`src/rtl/frame_sequencer.sv`:
```
`default_nettype none
// ============================================================================
// Module   : frame_sequencer
// Brief    : Replays a valid/ready pixel source as a blanked raster stream.
// Revision : 1.0 - initial release
// ============================================================================
module frame_sequencer #(
  parameter int HBLANK = 4,
  parameter int VBLANK = 16
) (
  input  logic       Clk,
  input  logic       Reset,
  input  logic       Start,
  input  logic       Continuous,
  input  logic [7:0] CfgWidth,
  input  logic [7:0] CfgHeight,
  input  logic [7:0] SrcPixel,
  input  logic       SrcValid,
  output logic       SrcReady,
  output logic [7:0] PixelOut,
  output logic       PixelValid,
  output logic       FrameOut,
  output logic       LineOut,
  output logic [7:0] Width,
  output logic [7:0] Height,
  output logic       Busy,
  output logic       Done,
  output logic       Underrun
);

  localparam int c_BMAX = (HBLANK > VBLANK) ? HBLANK : VBLANK;
  localparam int c_BW   = $clog2(c_BMAX + 1);
  localparam logic [c_BW-1:0] c_HB_LAST = c_BW'(HBLANK - 1);
  localparam logic [c_BW-1:0] c_VB_LAST = c_BW'(VBLANK - 1);
  localparam bit c_NO_HB = (HBLANK == 0);

  localparam logic [1:0] c_S_IDLE   = 2'd0;
  localparam logic [1:0] c_S_ACTIVE = 2'd1;
  localparam logic [1:0] c_S_HBLANK = 2'd2;
  localparam logic [1:0] c_S_VBLANK = 2'd3;

  logic [1:0]      r_state;
  logic [1:0]      w_next;
  logic [7:0]      r_col;
  logic [7:0]      r_row;
  logic [c_BW-1:0] r_blank;
  logic [7:0]      r_width;
  logic [7:0]      r_height;
  logic [7:0]      r_pix;
  logic            r_pv;
  logic            r_fo;
  logic            r_lo;
  logic            r_done;
  logic            r_ur;

  logic w_cfg_ok;
  logic w_last_col;
  logic w_last_row;
  logic w_hb_end;
  logic w_vb_end;
  logic w_in_blank;
  logic w_launch;
  logic w_row_adv;

  assign w_cfg_ok   = (CfgWidth != 8'd0) && (CfgHeight != 8'd0);
  assign w_last_col = (r_col == r_width - 8'd1);
  assign w_last_row = (r_row == r_height - 8'd1);
  assign w_hb_end   = (r_blank == c_HB_LAST);
  assign w_vb_end   = (r_blank == c_VB_LAST);
  assign w_in_blank = (r_state == c_S_HBLANK) || (r_state == c_S_VBLANK);

  // A frame launches from IDLE on Start, or back-to-back at the end of VBLANK.
  assign w_launch = ((r_state == c_S_IDLE) && Start && w_cfg_ok) ||
                    ((r_state == c_S_VBLANK) && w_vb_end && Continuous && w_cfg_ok);

  assign w_row_adv = ((r_state == c_S_ACTIVE) && w_last_col && !w_last_row && c_NO_HB) ||
                     ((r_state == c_S_HBLANK) && w_hb_end);

  always_ff @(posedge Clk) begin
    if (Reset) begin
      r_state <= c_S_IDLE;
    end else begin
      r_state <= w_next;
    end
  end

  always_comb begin
    w_next = r_state;
    case (r_state)
      c_S_IDLE: begin
        if (Start && w_cfg_ok) w_next = c_S_ACTIVE;
      end
      c_S_ACTIVE: begin
        if (w_last_col) begin
          if (w_last_row)    w_next = c_S_VBLANK;
          else if (!c_NO_HB) w_next = c_S_HBLANK;
        end
      end
      c_S_HBLANK: begin
        if (w_hb_end) w_next = c_S_ACTIVE;
      end
      c_S_VBLANK: begin
        if (w_vb_end) w_next = (Continuous && w_cfg_ok) ? c_S_ACTIVE : c_S_IDLE;
      end
      default: w_next = c_S_IDLE;
    endcase
  end

  always_comb begin
    SrcReady = (r_state == c_S_ACTIVE);
    Busy     = (r_state != c_S_IDLE);
  end

  // Every ACTIVE slot emits a pixel; a missing source pixel becomes zero.
  always_ff @(posedge Clk) begin
    if (Reset) begin
      r_col    <= 8'd0;
      r_row    <= 8'd0;
      r_blank  <= '0;
      r_width  <= 8'd0;
      r_height <= 8'd0;
      r_pix    <= 8'd0;
      r_pv     <= 1'b0;
      r_fo     <= 1'b0;
      r_lo     <= 1'b0;
      r_done   <= 1'b0;
      r_ur     <= 1'b0;
    end else begin
      r_pix  <= 8'd0;
      r_pv   <= 1'b0;
      r_fo   <= 1'b0;
      r_lo   <= 1'b0;
      r_done <= (r_state == c_S_VBLANK) && w_vb_end;

      if (r_state == c_S_ACTIVE) begin
        r_pv  <= 1'b1;
        r_pix <= SrcValid ? SrcPixel : 8'd0;
        r_fo  <= (r_col == 8'd0) && (r_row == 8'd0);
        r_lo  <= (r_col == 8'd0) && (r_row != 8'd0);
        r_col <= w_last_col ? 8'd0 : r_col + 8'd1;
        if (!SrcValid) r_ur <= 1'b1;
      end

      r_blank <= (w_in_blank && (w_next == r_state)) ? r_blank + c_BW'(1) : '0;

      if (w_row_adv) r_row <= r_row + 8'd1;

      if (w_launch) begin
        r_width  <= CfgWidth;
        r_height <= CfgHeight;
        r_col    <= 8'd0;
        r_row    <= 8'd0;
        if (r_state == c_S_IDLE) r_ur <= 1'b0;
      end
    end
  end

  assign PixelOut   = r_pix;
  assign PixelValid = r_pv;
  assign FrameOut   = r_fo;
  assign LineOut    = r_lo;
  assign Width      = r_width;
  assign Height     = r_height;
  assign Done       = r_done;
  assign Underrun   = r_ur;

endmodule
`default_nettype wire

```
`config.mk`:
```
export PLATFORM = sky130hd
export DESIGN_NAME = frame_sequencer
export DESIGN_NICKNAME = d
export VERILOG_FILES = /design/src/rtl/frame_sequencer.sv
export SDC_FILE = /design/constraint.sdc
export NUM_CORES = 1
export LEC_CHECK = 0
export CAP_MARGIN = 20
export CELL_PAD_IN_SITES_DETAIL_PLACEMENT = 0
export CELL_PAD_IN_SITES_GLOBAL_PLACEMENT = 1
export CORE_UTILIZATION = 30
export CTS_CLUSTER_SIZE = 20
export DETAILED_ROUTE_END_ITERATION = 12
export PLACE_DENSITY = 0.7
export SLEW_MARGIN = 20
export SYNTH_ARGS = -nofsm -noshare
export SYNTH_HDL_FRONTEND = slang
export SYNTH_SLANG_ARGS = --single-unit
```
`constraint.sdc`:
```
create_clock -name Clk -period 2.83 [get_ports Clk]
set_input_delay 0.4245 -clock Clk [delete_from_list [all_inputs] [get_ports Clk]]
set_output_delay 0.4245 -clock Clk [all_outputs]
set_load 0.05 [all_outputs]
```
==> results by group <==
Timing
  • Rel. slew slack: 56.2%
  • Worst-margin pin slew: 0.647 ns
  • Total Neg Setup Slack: 0 ns
  • Fin crit period: between 2 and 2.5 ns
  • Tcrit/Tclk final: between 80 and 90%
  • Final worst setup slack: around 0.38 ns
  • Final Hold Viols: 0
  • Slew Viols, Final: 0
  • WHS: 0.454 ns
  • Max Clock Freq: 408 MHz
  • RSZ-0062 raised after global routing: false
  • Worst Clk Skew: roughly 0.011 ns
  • Finish-stage setup viols: 0

Clock tree
  • Num CTS Buffers: 5
  • Clock Path Buffers: 2
  • CTS Hold Buffers Added: 0
  • CTS sink count: 52
  • CTS clock-pin slew for the worst setup and hold paths: 0.10 ns
  • TritonCTS clock tree: built
  • Post-CTS Setup Bufs: 0
  • Post-cts sizing count: 0
  • CTS Root Cell: clkbuf_8
  • Worst-skew pair later-pin latency: approximately 0.31 ns
  • H-tree levels: 2

Setup path
  • WP data required: 2.41 ns
  • Crit path DAT: 2.03 ns
  • Crit start category: register
  • Crit-path max FO: 11
  • CP endpoint kind: primary output
  • Critical setup path kind: reg -> out

Logic synthesis
  • Synthesized Nets: 330
  • Unique masters post-synth: 48
  • Number of synthesized register bits: 52
  • EDFF count, synth: 0
  • Yosys top cell by area: dfxtp_1
  • Post-synth top flop: dfxtp_1
  • YS warnings: 0
  • Synthesized instance count: 293
  • Area share of the largest cell type after synthesis: approximately two fifths
  • Syn_area_per_cell: a little over 9 sq um
  • Async set-reset flop share out of synthesis: 0%
  • Cell Area, Synth: 2670 sq um
  • Top cells by area, synth: dfxtp_1 39%, xor2_1 7.6%, mux2i_1 6.0%, nor2_1 5.5%, ha_1 3.8%
  • Post-synthesis sequential area ratio: 39.0%

Detailed routing
  • Top sig layer: met4
  • Antenna Nets Post-Route: 0
  • Met2 wire length: 2880 um
  • 1st-iter DRT viols: 66
  • Met1 WL: 3090 um
  • Vias/cell: 4.79
  • DRC errors left: 0
  • Drt first pass iters: 4
  • WL final: ~6300 um
  • Avg WL per Cell: 13.7 um
  • Vias: approximately 2.2k
  • Met3 Routed Length: 284 um

Layout
  • Diodes inserted: 0
  • Filler cell count: 883
  • Final instance area: 3480 sq um
  • NumNets Final: 390
  • Most common cell after layout, fill and taps aside: clkdlybuf4s50_1
  • Area Overhead vs Synth: 30.6%
  • Share of cells above drive strength 1: 7.91%
  • Most frequent cells in the layout: 59 x clkdlybuf4s50_1, 52 x dfxtp_1, 39 x nor2_1, 23 x xor2_1, 16 x mux2i_1

GRT
  • Largest net degree at the start of global routing: 21
  • GRT Util Overall: 14.4%
  • First-pass GRT wire length: slightly above 10000 um
  • Vias in the first global route: 2081
  • Initial antenna violation count: 0
  • GR Overflow Total: 0

Floorplanning
  • Row count: 34
  • Die ar.: 9270 sq um
  • Die width: 96.3 um
  • Initial core utilization: 30.7%
  • Num ports: 60
  • Die height: 96.3 um
  • Core region area: between 8000 and 9000 sq um

Power and ir drop
  • Max VDD drop: about 0.00021 V
  • Leak: 1.40 nW
  • Tot Pwr: 0.00171 W
  • Pwr dens: roughly 490 nW/um^2

Outcome
  • Status: finished clean

Placement
  • Placer's final routability congestion estimate: between 0.7 and 0.8
  • DP Worst Slack: 0.438 ns
  • Placed Area: approximately 3400 sq um
  • Post-DP HPWL: 4840 um
  • IO buf count: 59

Hold path
  • Worst min path class: reg -> reg

Run
  • Max Cap Violations: 0
==> flip-flops by register name, summed over array words and instances, names as in the netlist <==
register    flops
Done            1
PixelOut        8
Width           8
r_blank         5
r_row           8
FrameOut        1
Underrun        1
Height          8
LineOut         1
r_state         2
r_col           8
PixelValid      1
==> through the flow <==
stage,util (%),instances
after detailed placement,38.8,454
final,40.1,462
after global routing,40.1,462
after global placement,38.8,454
after CTS,40.1,462
after floorplan,-,293
==> path summary, 6_finish.rpt <==
| kind | start | to | slack (ns) | cells after the start |
|---|---|---|---|---|
| max reg2reg | Width[0] | r_col[5] | 0.60 | 7 |
| min | r_blank[0] | r_blank[0] | 0.45 | 1 |
| min reg2reg | r_blank[0] | r_blank[0] | 0.45 | 1 |
| max | r_state[1] | SrcReady | 0.38 | 3 |
==> layer usage <==
metal / up-vias / track usage, %
met5: - / 0
met3: 4 / 3.00
met2: 44 / 23.4
met1: 1016 / 19.5
li1: 1148 / -
met4: 0 / 3.31
==> report_power, final <==
part	internal (W)	switching [W]	leakage (nW)
logic	0.000170	0.000230	0.919
clock network	0.000267	0.000248	0.0548
registers	0.000757	0.0000359	0.423
total	0.00119	0.000514	1.40
==> synth_stat cells (all sizes together), types with 7 or more instances <==
master   n
dfxtp   52
nor2    40
xor2    23
mux2i   16
inv     13
and3    12
nand3   12
nand2   11
xnor2   10
a21oi    9
a211oi   8
clkbuf   8
ha       8
nand4    7
nor3     7
==> critical path, stage by stage, from the launching register on <==
cell and delay, ns:
dfxtp_1 0.32, nand2b_1 0.24, inv_1 0.30, clkdlybuf4s50_1 0.87
==> cells by family after synthesis <==
kind of cell / Yosys count / synth area share (%)
XOR/XNOR: 33 / 10.8
multiplexers: 16 / 6.00
buffers and inverters: 27 / 5.02
flip-flops: 52 / 39.0
adder cells (fa/ha/maj): 8 / 3.75
AO/OA/AOI/OAI: 38 / 10.9
AND/OR/NAND/NOR: 119 / 24.5
==> final cells by class <==
type	count	area, sq um	area share, %
clock buffer	5	68.8	1.98
clock inverter	3	46.3	1.33
inverter	13	48.8	1.40
multi-input combinational	214	1490	42.9
sequential	52	1040	29.9
tap	108	135	3.88
timing repair buffer	67	651	18.7
(Power assumes the default switching activity.)
